$ cat config.mk
export PLATFORM = sky130hd
export DESIGN_NAME = clock_display_scan
export DESIGN_NICKNAME = d
export VERILOG_FILES = /design/src/rtl/clock_display_scan.sv
export SDC_FILE = /design/constraint.sdc
export NUM_CORES = 1
export LEC_CHECK = 0
export BUFFER_PORTS_ARGS = -buffer_cell sky130_fd_sc_hd__buf_2
export CAP_MARGIN = 5
export CORE_MARGIN = 1.5
export CORE_UTILIZATION = 65
export DETAILED_ROUTE_END_ITERATION = 6
export GPL_TIMING_DRIVEN = 0
export PLACE_DENSITY_LB_ADDON = 0.12
export SETUP_SLACK_MARGIN = 0.02
export SLEW_MARGIN = 30
export SYNTH_ARGS = -nofsm -noshare
export SYNTH_HDL_FRONTEND = slang
export SYNTH_SLANG_ARGS = --single-unit
$ cat constraint.sdc
create_clock -name clk -period 8.3 [get_ports clk]
set_clock_uncertainty 0.2 [all_clocks]
set_input_delay 1.245 -clock clk [delete_from_list [all_inputs] [get_ports clk]]
set_output_delay 1.245 -clock clk [all_outputs]
set_load 0.05 [all_outputs]
$ cat src/rtl/clock_display_scan.sv
// Six-digit multiplexed 7-segment scanner for the time/date counter.
// Snapshots three fields per frame, converts them to BCD by repeated subtraction, and scans them out.
module clock_display_scan #(
  parameter int unsigned SCAN_DIV = 1000
) (
  input  logic        clk,
  input  logic        rst,
  input  logic        mode,
  input  logic [5:0]  sec_bin,
  input  logic [5:0]  min_bin,
  input  logic [4:0]  hour_bin,
  input  logic [4:0]  day_bin,
  input  logic [3:0]  month_bin,
  input  logic [13:0] year_bin,
  output logic [6:0]  seg,
  output logic        dp,
  output logic [5:0]  an,
  output logic        frame_done
);

  typedef enum logic [2:0] {IDLE, LOAD, YMOD, DIV, COMMIT} conv_state_t;

  conv_state_t state, state_n;

  logic [15:0] presc, presc_n;
  logic [2:0]  idx, idx_n;
  logic        presc_wrap, frame_end;
  logic        start;

  logic [3:0]  active [6];
  logic [3:0]  shadow [6];
  logic [3:0]  work   [6];

  logic [5:0]  w0, w1;
  logic [13:0] w2;
  logic        ysel;
  logic [1:0]  fidx;
  logic [3:0]  tens;
  logic [13:0] cur;

  function automatic logic [6:0] seg_pattern(input logic [3:0] d);
    case (d)
      4'd0:    seg_pattern = 7'h3F;
      4'd1:    seg_pattern = 7'h06;
      4'd2:    seg_pattern = 7'h5B;
      4'd3:    seg_pattern = 7'h4F;
      4'd4:    seg_pattern = 7'h66;
      4'd5:    seg_pattern = 7'h6D;
      4'd6:    seg_pattern = 7'h7D;
      4'd7:    seg_pattern = 7'h07;
      4'd8:    seg_pattern = 7'h7F;
      4'd9:    seg_pattern = 7'h6F;
      default: seg_pattern = 7'h00;
    endcase
  endfunction

  always_comb begin
    presc_wrap = (presc == 16'(SCAN_DIV - 1));
    presc_n    = presc_wrap ? '0 : presc + 16'd1;
    idx_n      = idx;
    if (presc_wrap) idx_n = (idx == 3'd5) ? 3'd0 : idx + 3'd1;
    frame_end  = presc_wrap && (idx == 3'd5);
  end

  always_comb begin
    case (fidx)
      2'd0:    cur = {8'd0, w0};
      2'd1:    cur = {8'd0, w1};
      default: cur = w2;
    endcase
  end

  always_comb begin
    state_n = state;
    case (state)
      IDLE:    if (start) state_n = LOAD;
      LOAD:    state_n = ysel ? YMOD : DIV;
      YMOD:    if (w2 < 14'd100) state_n = DIV;
      DIV:     if (cur < 14'd10 && fidx == 2'd2) state_n = COMMIT;
      COMMIT:  state_n = IDLE;
      default: state_n = IDLE;
    endcase
  end

  always_ff @(posedge clk) begin
    if (rst) state <= IDLE;
    else     state <= state_n;
  end

  always_ff @(posedge clk) begin
    if (rst) begin
      presc <= '0;
      idx   <= '0;
      start <= 1'b1;
      w0    <= '0;
      w1    <= '0;
      w2    <= '0;
      ysel  <= 1'b0;
      fidx  <= '0;
      tens  <= '0;
      for (int unsigned i = 0; i < 6; i++) begin
        active[i] <= '0;
        shadow[i] <= '0;
        work[i]   <= '0;
      end
    end else begin
      presc <= presc_n;
      idx   <= idx_n;
      start <= frame_end;
      if (frame_end) begin
        for (int unsigned i = 0; i < 6; i++) active[i] <= shadow[i];
      end
      case (state)
        IDLE: if (start) begin
          if (mode) begin
            w0   <= {1'b0, day_bin};
            w1   <= {2'b0, month_bin};
            w2   <= year_bin;
            ysel <= 1'b1;
          end else begin
            w0   <= {1'b0, hour_bin};
            w1   <= min_bin;
            w2   <= {8'd0, sec_bin};
            ysel <= 1'b0;
          end
        end
        LOAD: begin
          fidx <= '0;
          tens <= '0;
        end
        YMOD: if (w2 >= 14'd100) w2 <= w2 - 14'd100;
        // One field at a time: the remainder left in cur becomes the ones digit.
        DIV: begin
          if (cur >= 14'd10) begin
            case (fidx)
              2'd0:    w0 <= w0 - 6'd10;
              2'd1:    w1 <= w1 - 6'd10;
              default: w2 <= w2 - 14'd10;
            endcase
            tens <= tens + 4'd1;
          end else begin
            work[{fidx, 1'b0}] <= tens;
            work[{fidx, 1'b1}] <= cur[3:0];
            tens <= '0;
            fidx <= fidx + 2'd1;
          end
        end
        COMMIT: begin
          for (int unsigned i = 0; i < 6; i++) shadow[i] <= work[i];
        end
        default: ;
      endcase
    end
  end

  // Outputs are registered from next-cycle scan position so they line up with presc/idx.
  always_ff @(posedge clk) begin
    if (rst) begin
      an         <= '1;
      seg        <= 7'b1000000;
      dp         <= 1'b1;
      frame_done <= 1'b0;
    end else begin
      frame_done <= frame_end;
      if (presc_n == '0) begin
        an  <= '1;
        seg <= '1;
        dp  <= 1'b1;
      end else begin
        an  <= ~(6'b000001 << idx_n);
        seg <= ~seg_pattern(active[idx_n]);
        dp  <= ~((idx_n == 3'd1) || (idx_n == 3'd3));
      end
    end
  end

endmodule
======== After elaboration in Yosys (flattened, before gate mapping) ========
Memory sizes are Yosys's and may differ from the RTL's.
Cells that the tools add are included.
operators by class
  add/subtract/negate cells ............... 8
  order comparisons ....................... 4
  eq/ne operators ......................... 19
  shift operators ......................... 1
  muxes and demuxes ....................... 63
  bitwise gates (word level) .............. 15
  reductions and logical operators ........ 19
operators by type and width
  kind                   number
  $mux 14                5
  $mux 4                 15
  $mux 6                 8
  $pmux 14 s3            1
  $pmux 14 s2            1
  $pmux 6 s2             2
  $mux 3                 7
  $add 16x1->16 const B  1
  $eq 16x10->1 const B   1
  $logic_not 16->1       1
  $mux 1                 16
  $mux 16                1
  $ge 14x4->1 const B    1
  $ge 14x7->1 const B    1
  $lt 14x4->1 const B    1
  $lt 14x7->1 const B    1
  $mux 7                 2
  $ne 2x2->1 const B     7
  $sub 14x4->14 const B  1
  $sub 14x7->14 const B  1
  $or 1x1->1             12
  $pmux 3 s4             1
  $sub 6x4->6 const B    2
  $eq 3x2->1 const B     3
  other kinds (28)       37
storage, ports and cells
  bits in registers ....................... 71
  memory bits (writable) .................. 72
  memory bits (read-only) ................. 112
  bits of input ports ..................... 43
  output and inout port bits .............. 15
  logic and storage cells ................. 148
  memories ................................ 4
memory list
  memory           depth  bits a word  read ports  clocked after Yosys merged registers in  write ports  RTL line  text
  (no name shown)  16     7            1           0                                        0            42        case (d)
  active           6      4            1           0                                        6            30        logic [3:0] active [6];
  shadow           6      4            6           0                                        6            31        logic [3:0] shadow [6];
  work             6      4            6           0                                        6            32        logic [3:0] work [6];

======== Logic depth before layout (Yosys ltp) ========
  word-level depth ........................ 9
  mapped depth ............................ 15
  depth with buffers taken out ............ 12

======== Worst setup path before layout ========
OpenSTA, ideal clock, no wires.
  path kind ............................... register to register
  start ................................... register presc[0]
  end ..................................... memory active[0][0], enable pin
  library setup time ...................... 0.438 ns
  arrival ................................. 3.431 ns
  data required time ...................... 7.662 ns
  setup slack ............................. 4.231 ns
  stages on the path, launching flop included .. 7
  path buffers ............................ 1
  period minus slack after synthesis ...... 4.069 ns
  path through ............................ dfxtp_1 > ha_1 > clkbuf_1 > nand4b_1 > nor4_4 > nand2_1 > o21ai_0
RTL lines
  element                 RTL line  text
  start, declared         25        logic [15:0] presc, presc_n;
  start signal, assigned  107       presc <= presc_n;
  end, declared           30

======== Final worst setup path ========
  start ................................... register presc[0]
  end ..................................... register seg[4]
between the ends
  cells in the longest elaborated chain, start to end .. 8
  elaborated cells on any way between the ends .. 11
  classes of those cells .................. 1 x add/sub; 1 x eq/ne; 5 x mux; 1 x bitwise; 1 x reduce/logical; 2 x memory
RTL lines
  element               RTL line  text
  $eq 16x10->1          58        presc_wrap = (presc == 16'(SCAN_DIV - 1));
  $mux 3                61        if (presc_wrap) idx_n = (idx == 3'd5) ? 3'd0 : idx + 3'd1;
  $mem_v2 6x4           -
  $mem_v2 16x7          -
  $mux 7                165       if (presc_n == '0) begin
  $mux 7                158       if (rst) begin
  $not 7->7             171       seg <= ~seg_pattern(active[idx_n]);
  $mux 6 *              165
  end signal, assigned  171
  end, declared         15        output logic [6:0] seg,
Every way passes the cells marked *; elsewhere a longest branch is shown, timed or not. The select of a mux whose other input is x is not followed.
A chain may end at the register's enable or synchronous reset.

==> summary.txt <==
Clock latency on the worst-skew pair = 0.43 ns
Most frequent cells in the layout = nor2_1 (73), nand2_1 (72), edfxtp_1 (72), dfxtp_1 (71), buf_2 (59)
Rows = 39
Tmin final = 4.24 ns
Layout cell share with drive strength beyond 1 = 13.2%
Postcts setup bufs = 0
FFs w/ async S/R, synth = 0%
Antenna Cells = 0
Register clock-pin slew on the reported worst setup and hold paths = 0.06 ns
Multi-input gate area = 3680 sq um
Largest net degree at the start of global routing = 25
Total congestion overflow = 0
Startpoint Class = flip-flop
Final Max Tran Viols = 0
Final setup vio count = 0
Yosys Warn Count = 0
Sum of negative setup slack = 0 ns
First-pass GRT wire length = 29,400 microns
Commonest non-fill, non-tap cell in the layout = nor2_1
CTS max path bufs = 2
Max Cap Viol = 0
Inst Count DP = 1,005
Fin. Hold Viols = 0
Register area = 3580 sq um
HPWL Detailed = 13,000 microns
VDD IR max = 0.000181 V
Cell taking the most area after synthesis = edfxtp_1
Post-route antenna net violation count = 0
Initial antenna violation count = 0
Fillers = 779
FF+latch count, synth = 143
Total clock sinks = 143
Ys flop type = edfxtp_1
DR vias = 6,413
Initial DRC Count = 533
Area delta synth->final = 14.1%
CTS tree = built
Die area = 12,300 sq um
Post_cts resized = 0
DR vias/cell = 6.18
Initial core utilization = 66.5%
Core box area = 11,400 sq um
Worst min path class = reg2reg
Tot Pwr = 0.00186 W
Post-synth EDFFs = 72
Status = completed
Hold depth = 2
Port buffer count = 57
Gate Count Post-Synth = 805
End of the critical path = seg[4]
DR DRC count = 0
Maximum clock frequency = 236 MHz
I/O pin cnt = 58
Cts hold-fix bufs = 0
Netlist cell types = 69
Slew @ Worst Pin = 0.773 ns
Tot GR Track Use = 30.0%
Drt wl/cell = 17.8 microns
RSZ-0062 raised after global routing = false
Crit Path Max Fanout = 10
Synth Cell Area = 7560 sq um
GPL Wtd Cong = 0.932
Final WL = 18,400 microns
Top-area cell type share of the netlist area = 28.6%
Critical path type = reg2reg
H-tree depth = 4
Worst r2r src = presc[0]
Worst setup EP type = flip-flop
Crit Reg-Reg Endpoint = seg[4]
Worst Path Arrival = 4.37 ns
Finished Layout Cells = 1,037
Syn nets = 867
Slew HR = 48.5%
Seq/Total Area, Yosys = 47.4%
Reg2reg path depth = 15
Tcrit/Tclk final = 51.1%
CTS Root Cell = clkbuf_16
Pleak = 3.40 nW
Mapped Avg Cell Area = 9.39 sq um
Crit path required time = 8.43 ns
Layout net count = 943
PD cells = 215 nW/um^2
CTS Buf Count = 17
Synth area leaders = edfxtp_1 (29%), dfxtp_1 (19%), and3_1 (3.7%), a21oi_1 (3.6%), nor2_1 (3.6%)
Die Width = 111 microns
R2R setup slack = 4.06 ns
CP Launch Point = presc[0]
Number of global-route vias before repair = 6,116
Die height = 111 microns
DRT Pass-1 Iters = 5
area by class of cell:
| type | count | area share [%] |
|---|---|---|
| Multi-Input combinational cell | 584 | 42.6 |
| Clock buffer | 17 | 4.93 |
| Timing Repair Buffer | 57 | 3.31 |
| Sequential cell | 143 | 41.6 |
| Clock inverter | 15 | 1.76 |
| Buffer | 55 | 2.73 |
| Inverter | 23 | 1.00 |
| Tap cell | 143 | 2.07 |
routing by layer:
layer	GRT usage (%)	wire length [microns]	up-vias
li1	-	-	3075
met1	36.5	7670	3019
met2	51.9	9270	270
met3	5.47	995	49
met4	13.5	501	0
met5	0	0	-
cell usage after synthesis, types with 8 or more instances:
cell type / count
nor4_1: 8
inv_1: 22
and2_1: 32
edfxtp_1: 72
nand3_1: 22
nor2b_1: 11
and3_1: 45
nor2_1: 73
a22oi_1: 11
xor2_1: 12
nand2b_1: 8
nor3_1: 26
a21oi_1: 55
o21ai_0: 47
clkbuf_1: 46
xnor2_1: 11
dfxtp_1: 71
or3_1: 8
mux2i_1: 19
ha_1: 19
nand2_1: 72
worst min-delay path by stage:
stage | from | to | slack [ns]
final | w1[5] | w1[5] | 0.31
after floorplan | ysel | ysel | 0.26
after detailed placement | w2[1] | w2[1] | 0.28
after global placement | ysel | ysel | 0.28
after global routing | w1[5] | w1[5] | 0.33
after CTS | ysel | ysel | 0.31
registers in the layout (all words and copies together), names as in the netlist, 4 cells and up:
| register | count |
|---|---|
| an | 6 |
| active | 24 |
| w0 | 6 |
| seg | 7 |
| presc | 16 |
| w1 | 6 |
| work | 24 |
| shadow | 24 |
| tens | 4 |
| w2 | 14 |
worst max-delay path, cell delays in order, from the launching register on:
cell	delay, ns
dfxtp_1	0.46
ha_1	0.19
clkbuf_1	0.31
nand4b_1	0.28
nor4_4	0.52
buf_4	0.26
buf_2	0.23
nand3b_1	0.10
o211ai_1	0.09
o21ai_0	0.18
a22oi_1	0.36
inv_1	0.15
ha_1	0.25
o21ai_0	0.20
a21oi_1	0.09
a221oi_1	0.28
per-stage QoR:
stage / hold slack, ns / utilization (%) / worst slack (ns) / instance area [sq um]
2_1_floorplan: 0.260 / - / 4.23 / 7560
3_3_place_gp: 0.278 / 70.6 / 3.46 / 8020
3_5_place_dp: 0.282 / 70.7 / 4.19 / 8040
4_1_cts: 0.310 / 75.7 / 4.17 / 8610
5_1_grt: 0.329 / 75.8 / 3.79 / 8620
6_report: 0.308 / 75.8 / 4.06 / 8620
logic make-up (layout without fill, tap and decap cells):
group,Yosys count,after routing,share of synthesized area (%)
muxes,25,25,3.46
DFF,143,143,47.4
buffers and inverters,78,167,4.25
xor gates and xnor gates,23,23,2.66
adders and majority gates,19,19,3.14
AOI/OAI and AO/OA,184,184,16.1
and+or+nand+nor,333,333,23.0
where the power goes:
group	leakage, nW	internal (W)	switching, W
registers	1.30	0.000780	0.0000303
clock network	0.283	0.000422	0.000322
logic	1.81	0.000103	0.000200
No activity file was read; power rests on OpenSTA's default activity.
